## config.mk

```make
export PLATFORM = sky130hd
export DESIGN_NAME = alu_muldiv
export DESIGN_NICKNAME = d
export VERILOG_FILES = /design/src/rtl/alu_muldiv.sv
export SDC_FILE = /design/constraint.sdc
export NUM_CORES = 2
export LEC_CHECK = 0
export CORE_UTILIZATION = 40
export CTS_CLUSTER_DIAMETER = 60
export DETAILED_ROUTE_END_ITERATION = 12
export SYNTH_ARGS = -nofsm -noshare
export SYNTH_HDL_FRONTEND = slang
export SYNTH_SLANG_ARGS = --single-unit
```

## constraint.sdc

```tcl
create_clock -name clk_in -period 3.9 [get_ports clk_in]
set_clock_uncertainty 0.05 [all_clocks]
set_input_delay 0.39 -clock clk_in [delete_from_list [all_inputs] [get_ports clk_in]]
set_output_delay 0.39 -clock clk_in [all_outputs]
set_load 0.005 [all_outputs]
```

## src/rtl/alu_muldiv.sv

```systemverilog
// alu_muldiv: RV32M multiply/divide unit with a pipelined multiplier and an iterative radix-2 divider.
module alu_muldiv #(
    parameter int XLEN      = 32,
    parameter int ROB_WIDTH = 4,
    parameter int MUL_LAT   = 2
) (
    input  logic                 clk_in,
    input  logic                 rst_n_in,
    input  logic                 rdy_in,
    input  logic                 clear_signal,
    input  logic                 cal_signal,
    input  logic [2:0]           opcode,
    input  logic [XLEN-1:0]      lhs,
    input  logic [XLEN-1:0]      rhs,
    input  logic [ROB_WIDTH-1:0] tag,
    output logic                 mul_ready_out,
    output logic                 div_ready_out,
    output logic                 done_result,
    output logic [XLEN-1:0]      value_result,
    output logic [ROB_WIDTH-1:0] tag_result
);
    typedef enum logic [1:0] {IDLE, RUN, DONE} state_t;
    localparam int CW = $clog2(XLEN + 1);

    state_t               state;
    logic [CW-1:0]        cnt;
    logic [XLEN-1:0]      quo, rem, dvs;
    logic                 quot_neg, rem_neg, want_rem;
    logic [ROB_WIDTH-1:0] div_tag;
    logic [MUL_LAT-1:0]   mul_v;
    logic [XLEN-1:0]      mul_val [MUL_LAT];
    logic [ROB_WIDTH-1:0] mul_tag [MUL_LAT];
    logic                 mul_acc, div_acc, lhs_neg, rhs_neg, div_zero, div_ovf;
    logic [2*XLEN-1:0]    ma, mb, prod;
    logic [XLEN-1:0]      mul_res, l_mag, r_mag, div_res;
    logic [XLEN:0]        shifted, diff;

    always_comb begin
        mul_ready_out = state == IDLE;
        div_ready_out = state == IDLE && mul_v == '0;
        mul_acc  = rdy_in && !clear_signal && cal_signal && !opcode[2] && mul_ready_out;
        div_acc  = rdy_in && !clear_signal && cal_signal && opcode[2] && div_ready_out;
        ma       = {{XLEN{(opcode == 3'd1 || opcode == 3'd2) && lhs[XLEN-1]}}, lhs};
        mb       = {{XLEN{opcode == 3'd1 && rhs[XLEN-1]}}, rhs};
        prod     = ma * mb;
        mul_res  = opcode[1:0] == 2'd0 ? prod[XLEN-1:0] : prod[2*XLEN-1:XLEN];
        lhs_neg  = !opcode[0] && lhs[XLEN-1];
        rhs_neg  = !opcode[0] && rhs[XLEN-1];
        l_mag    = lhs_neg ? -lhs : lhs;
        r_mag    = rhs_neg ? -rhs : rhs;
        div_zero = rhs == '0;
        div_ovf  = !opcode[0] && lhs == {1'b1, {(XLEN-1){1'b0}}} && rhs == '1;
        shifted  = {rem, quo[XLEN-1]};
        diff     = shifted - {1'b0, dvs};
        div_res  = want_rem ? (rem_neg ? -rem : rem) : (quot_neg ? -quo : quo);
    end

    always_ff @(posedge clk_in or negedge rst_n_in) begin
        if (!rst_n_in) begin
            state        <= IDLE;
            cnt          <= '0;
            quo          <= '0;
            rem          <= '0;
            dvs          <= '0;
            quot_neg     <= 1'b0;
            rem_neg      <= 1'b0;
            want_rem     <= 1'b0;
            div_tag      <= '0;
            mul_v        <= '0;
            for (int i = 0; i < MUL_LAT; i++) begin
                mul_val[i] <= '0;
                mul_tag[i] <= '0;
            end
            done_result  <= 1'b0;
            value_result <= '0;
            tag_result   <= '0;
        end else if (rdy_in) begin
            if (clear_signal) begin
                done_result <= 1'b0;
                mul_v       <= '0;
                state       <= IDLE;
            end else begin
                mul_v[0]   <= mul_acc;
                mul_val[0] <= mul_res;
                mul_tag[0] <= tag;
                for (int i = 1; i < MUL_LAT; i++) begin
                    mul_v[i]   <= mul_v[i-1];
                    mul_val[i] <= mul_val[i-1];
                    mul_tag[i] <= mul_tag[i-1];
                end
                // The two paths never finish together: divides wait for an empty multiplier pipe.
                done_result <= mul_v[MUL_LAT-1] || state == DONE;
                if (mul_v[MUL_LAT-1]) begin
                    value_result <= mul_val[MUL_LAT-1];
                    tag_result   <= mul_tag[MUL_LAT-1];
                end else if (state == DONE) begin
                    value_result <= div_res;
                    tag_result   <= div_tag;
                end
                if (state == IDLE && div_acc) begin
                    div_tag  <= tag;
                    want_rem <= opcode[1];
                    if (div_zero || div_ovf) begin
                        state    <= DONE;
                        quot_neg <= 1'b0;
                        rem_neg  <= 1'b0;
                        quo      <= div_zero ? '1 : lhs;
                        rem      <= div_zero ? lhs : '0;
                    end else begin
                        state    <= RUN;
                        cnt      <= CW'(XLEN);
                        quo      <= l_mag;
                        rem      <= '0;
                        dvs      <= r_mag;
                        quot_neg <= lhs_neg ^ rhs_neg;
                        rem_neg  <= lhs_neg;
                    end
                end else if (state == RUN) begin
                    rem <= diff[XLEN] ? shifted[XLEN-1:0] : diff[XLEN-1:0];
                    quo <= {quo[XLEN-2:0], !diff[XLEN]};
                    cnt <= cnt - CW'(1);
                    if (cnt == CW'(1)) state <= DONE;
                end else if (state == DONE) begin
                    state <= IDLE;
                end
            end
        end
    end
endmodule

```

* After elaboration in Yosys (flattened, before gate mapping)
Cells that the tools add are included.
Word-level totals: input port bits 76, register bits after elaboration 222, output and inout bits 39
Cells by class: add/sub/neg operators 6, multiply operators 1, bitwise operators 3, equal/unequal tests 9, multiplexer cells 32, reduce and logical (&&, ||, !) cells 35
Operators with widths (number):
- 32-bit 2-to-1 mux | 17
- 32-bit negation | 4
- 32-bit equality test, second input constant | 2
- 33-bit by 33-bit multiplier with 64-bit output | 1
- 33-bit by 32-bit subtractor with 33-bit output | 1
- 32-bit zero test | 1
- 6-bit 2-to-1 mux | 3
- 1-bit logical AND | 14
- 2-bit 2-to-1 mux | 7
- 3-bit AND reduction | 4
- 4-bit 2-to-1 mux | 2
- 4-bit AND reduction | 2
- 6-bit by 1-bit equality test with 1-bit output, second input constant | 1
- 2-bit zero test | 3
- 6-bit by 1-bit subtractor with 6-bit output, second input constant | 1
- 1-bit zero test | 4
- 4-bit by 3-bit inequality test with 1-bit output, second input constant | 1
- 2-bit nonzero test | 2
- 4-bit nonzero test | 1
- 3-bit by 1-bit equality test with 1-bit output, second input constant | 1
- 3-bit by 2-bit equality test with 1-bit output, second input constant | 1
- 1-bit logical OR | 3
- 1-bit 2-to-1 mux | 3
- 2-bit by 1-bit equality test with 1-bit output, second input constant | 1
- 5 further kinds | 6

* Depth between registers and ports, before layout
depth after elaboration 8, gate-level depth with buffers 35

* Worst setup path before layout
Ideal clock, no wire load.
path type input-to-reg, start input opcode[0], end register mul_val[61] (netlist bit), arrival 8.836 ns, path buffers 2, stages on the path 30, setup time 0.126 ns, setup slack -5.112 ns, path through clkbuf_1 > nor2b_1 > nor2b_1 > nor2_1 > and2_0 > clkbuf_1 > nand2_1 > fa_1 > fa_1 > inv_1 > fa_1 > inv_1 > fa_1 > inv_1 > fa_1 > fa_1 > fa_1 > inv_1 > fa_1 > inv_1 > ha_1 > a21oi_1 > o21ai_0 > o41ai_1 > a2bb2oi_1 > o21ai_0 > o21ba_2 > mux2i_1 > nor2_1 > a221o_1
On the way: longest elaborated chain between the ends 5
RTL lines:
- start: declaration | line 12 | input logic [2:0] opcode,
- 3-bit by 1-bit equality test with 1-bit output / 3-bit by 2-bit equality test with 1-bit output (equally long branches) | line 43, 44
- 1-bit logical OR | line 43 | ma = {{XLEN{(opcode == 3'd1 || opcode == 3'd2) && lhs[XLEN-1]}}, lhs};
- 1-bit logical AND | line 43
- 33-bit by 33-bit multiplier with 64-bit output | line 45 | prod = ma * mb;
- 32-bit 2-to-1 mux (*) | line 46 | mul_res = opcode[1:0] == 2'd0 ? prod[XLEN-1:0] : prod[2*XLEN-1:XLEN];
- end signal: indexed assignment | line 88 | mul_val[i] <= mul_val[i-1];
- end: declaration | line 31 | logic [XLEN-1:0] mul_val [MUL_LAT];
Mark *: on every way between the ends. The rest lies on a longest branch, timed or not. A chain may end at the register's enable or synchronous reset.

* Final worst setup path
Ends and elaborated chain as after synthesis.

==> summary.txt <==
Worst setup path
  – Max incr delay on CP: 0.64 ns
  – CP Class: input pin to register
  – CP required: 4.29 ns
  – CP startpoint kind: input pin
  – Highest fanout seen on the critical path: 5
  – WP data arrival: 7.81 ns
  – Most frequent cell on the critical path: fa_1
  – Slowest CP cell: fa_2
  – Critical Path End Type: register

Detailed routing
  – Vias: 42900
  – Initial DRC count: 3284
  – DR pass1 iterations: 8
  – ANT nets after route: 0
  – Average vias per placed instance: 5.16
  – DRC viols: 0
  – Drt total wl: 174000 um
  – WL/cell: 21.0 um

Run status
  – Violated checks: setup timing
  – Status: complete, but fails checks

GRT
  – GRT Residual Overflow: 0
  – Initial antenna violation count: 11
  – First-pass GRT wire length: 273000 um
  – Tot GR Track Use: 27.1%
  – Vias in the first global route: 45600
  – Largest net degree at the start of global routing: 92

Final layout
  – Layout cells sized above 1: 19.2%
  – Nets: 8001
  – Post-route cell area: 64000 um2
  – Non-filler cells in the finished layout: 8306
  – Area grow syn2layout: 23.1%

Logic synthesis
  – Synth Net Count: 7427
  – EDFF count, synth: 0
  – Distinct cells, synth: 72
  – Post-synthesis sequential element count: 222
  – Mean Syn Cell Area: 8.70 um2
  – Gate Count Post-Synth: 5974
  – Register area share after synthesis: 10.7%
  – Synth Flop Type: dfrtp_1
  – Synth Area in Adders: 49.4%
  – Post-Synth Simple-Gate Area: 15.7%
  – Multiplexer share of the synthesized area: 0.368%
  – Yosys warnings: 0
  – XOR/XNOR Fraction of Synth Area: 3.79%
  – Largest family of logic cells by synthesized area: adder cells
  – Mapped Area: 52000 um2
  – Async S/R FF share, synth: 100%
  – Compound-gate portion of the synthesized area: 8.54%

Timing
  – Worst-margin pin slew: 1.14 ns
  – Achievable Freq: 135 MHz
  – Fin. Hold Viols: 0
  – Fin crit share: 190%
  – WHS: 0.173 ns
  – RSZ-0062 raised after global routing: yes
  – Final setup vio count: 32
  – Pins Over Slew Limit: 0
  – Setup slack after layout: -3.53 ns
  – Final TNS setup: -103.24 ns
  – Slew HR: 24.3%
  – Tmin final: 7.43 ns

Floorplanning
  – Die height: 362 um
  – I/O pins: 115
  – Core area: 128000 um2
  – Row cnt: 131
  – Starting Density: 40.5%
  – Die area: 131000 um2
  – Width of the die: 362 um

CTS
  – Htree depth: 1
  – CTS clk-pin slew, worst paths: 0.05 ns
  – CTS root buffer: clkbuf_16
  – CTS max path bufs: 3
  – Clock latency at the later pin of the worst-skew pair: 0.58 ns
  – CTS buffer count: 29
  – Clock sinks: 222
  – CTS tree: yes

Placed design
  – RePlAce Congestion: 0.958
  – IO Port Bufs: 114
  – Placed inst area: 60600 um2
  – Post-DP HPWL: 144000 um
  – Placed Cells: 8140

Run
  – Max-cap violations: 0

Worst hold path
  – Hold Crit Class: input pin to register
Yosys cell counts, types with 26 or more instances:
| library cell | number | area share, % |
|---|---|---|
| clkbuf_1 | 303 | 2.2 |
| ha_1 | 251 | 6.0 |
| or3_1 | 27 | 0.33 |
| o21ai_0 | 212 | 2.0 |
| o22ai_1 | 26 | 0.31 |
| nor2_1 | 189 | 1.4 |
| buf_1 | 67 | 0.48 |
| nand3_1 | 27 | 0.26 |
| xor2_1 | 85 | 1.4 |
| and2_1 | 307 | 3.7 |
| xnor2_1 | 140 | 2.4 |
| a22oi_1 | 38 | 0.55 |
| fa_1 | 1126 | 43 |
| a21oi_1 | 227 | 2.2 |
| nand2_1 | 1084 | 7.8 |
| dfrtp_1 | 222 | 11 |
| o31ai_1 | 34 | 0.49 |
| a21o_1 | 41 | 0.59 |
| inv_1 | 1221 | 8.8 |
| a211oi_1 | 38 | 0.55 |
cell type report:
class / instances / area, um2
fill: 12100 / 64200
inverter: 1221 / 4600
timing repair buffer: 915 / 8460
multi-input combinational: 4159 / 42200
clock inverter: 17 / 255
tap: 1729 / 2160
antenna: 8 / 20.0
clock buffer: 35 / 778
sequential: 222 / 5560
worst paths after layout:
check                                            start                            to  slack, ns  depth (start not counted)
worst min register to register  mul_tag[6]$_DFFE_PN0P_        mul_tag[2]$_DFFE_PN0P_       0.42                          2
min in group asynchronous                     rst_n_in            dvs[4]$_DFFE_PN0P_       0.40                          2
worst max-delay path                         opcode[0]       mul_val[61]$_DFFE_PN0P_      -3.53                         31
worst min-delay path                         opcode[0]          quot_neg$_DFFE_PN0P_       0.17                          3
worst max register to register      rem[7]$_DFFE_PN0P_  value_result[29]$_DFFE_PN0P_       0.07                         12
max in group asynchronous                     rst_n_in          want_rem$_DFFE_PN0P_       2.38                          3
placed cells by master, fill, tap and decap left out, types with 57 or more instances in the layout:
cell and n:
buf_12 87, xor2_1 75, fa_1 1069, nand2_1 1061, and2_1 293, o21ai_0 171, inv_1 1177, nor2_1 170
fa_2 57, dfrtp_1 220, ha_1 217, xnor2_1 133, buf_6 57, a21oi_1 177, buf_4 656
what timing repair did:
action / 4_1_cts / 5_1_grt
buffers inserted: 92 / 18
cloned: 6 / 2
hold buffers: 1 / 0
pin swaps: 224 / 98
resized for setup: 287 / 120
endpoints found under the hold margin: 79 / 0
endpoints found under the setup margin: 32 / 63
flip-flops by register name, indices dropped and copies added (netlist names), 4 cells and up:
signal / count
quo: 32
mul_val: 64
cnt: 6
dvs: 32
mul_tag: 8
tag_result: 4
value_result: 32
div_tag: 4
rem: 32
stage by stage:
| stage | worst slack [ns] | util [%] |
|---|---|---|
| global route | -3.75 | 49.9 |
| finish | -3.53 | 49.9 |
| global placement | -4.65 | 47.2 |
| CTS | -3.57 | 49.4 |
| detailed placement | -4.76 | 47.2 |
| floorplan | -4.19 | - |
per-layer routing:
layer | part of all wire, % | vias up | track usage, %
met2 | 46 | 1393 | 44.2
met5 | 0.020 | - | 0
met3 | 6.4 | 273 | 2.93
met4 | 3.9 | 6 | 8.67
met1 | 44 | 22100 | 37.7
li1 | - | 19100 | -
critical path, delay by kind of cell:
kind | cells | cell delay, ns
buf+inv | 8 | 0.61
simple gates | 6 | 0.73
compound gates | 7 | 1.41
fa+ha+maj | 9 | 4.51
mux | 1 | 0.15
logic make-up after synthesis:
| group | count (synthesis) |
|---|---|
| AO/OA/AOI/OAI | 732 |
| XOR/XNOR | 225 |
| adder cells (fa/ha/maj) | 1377 |
| buffers and inverters | 1594 |
| flip-flops | 222 |
| multiplexers | 19 |
| AND/OR/NAND/NOR | 1805 |
Power is left out: the tool's default activity adds up to more than one toggle a clock period on the data nets, which glitch-free logic cannot reach.
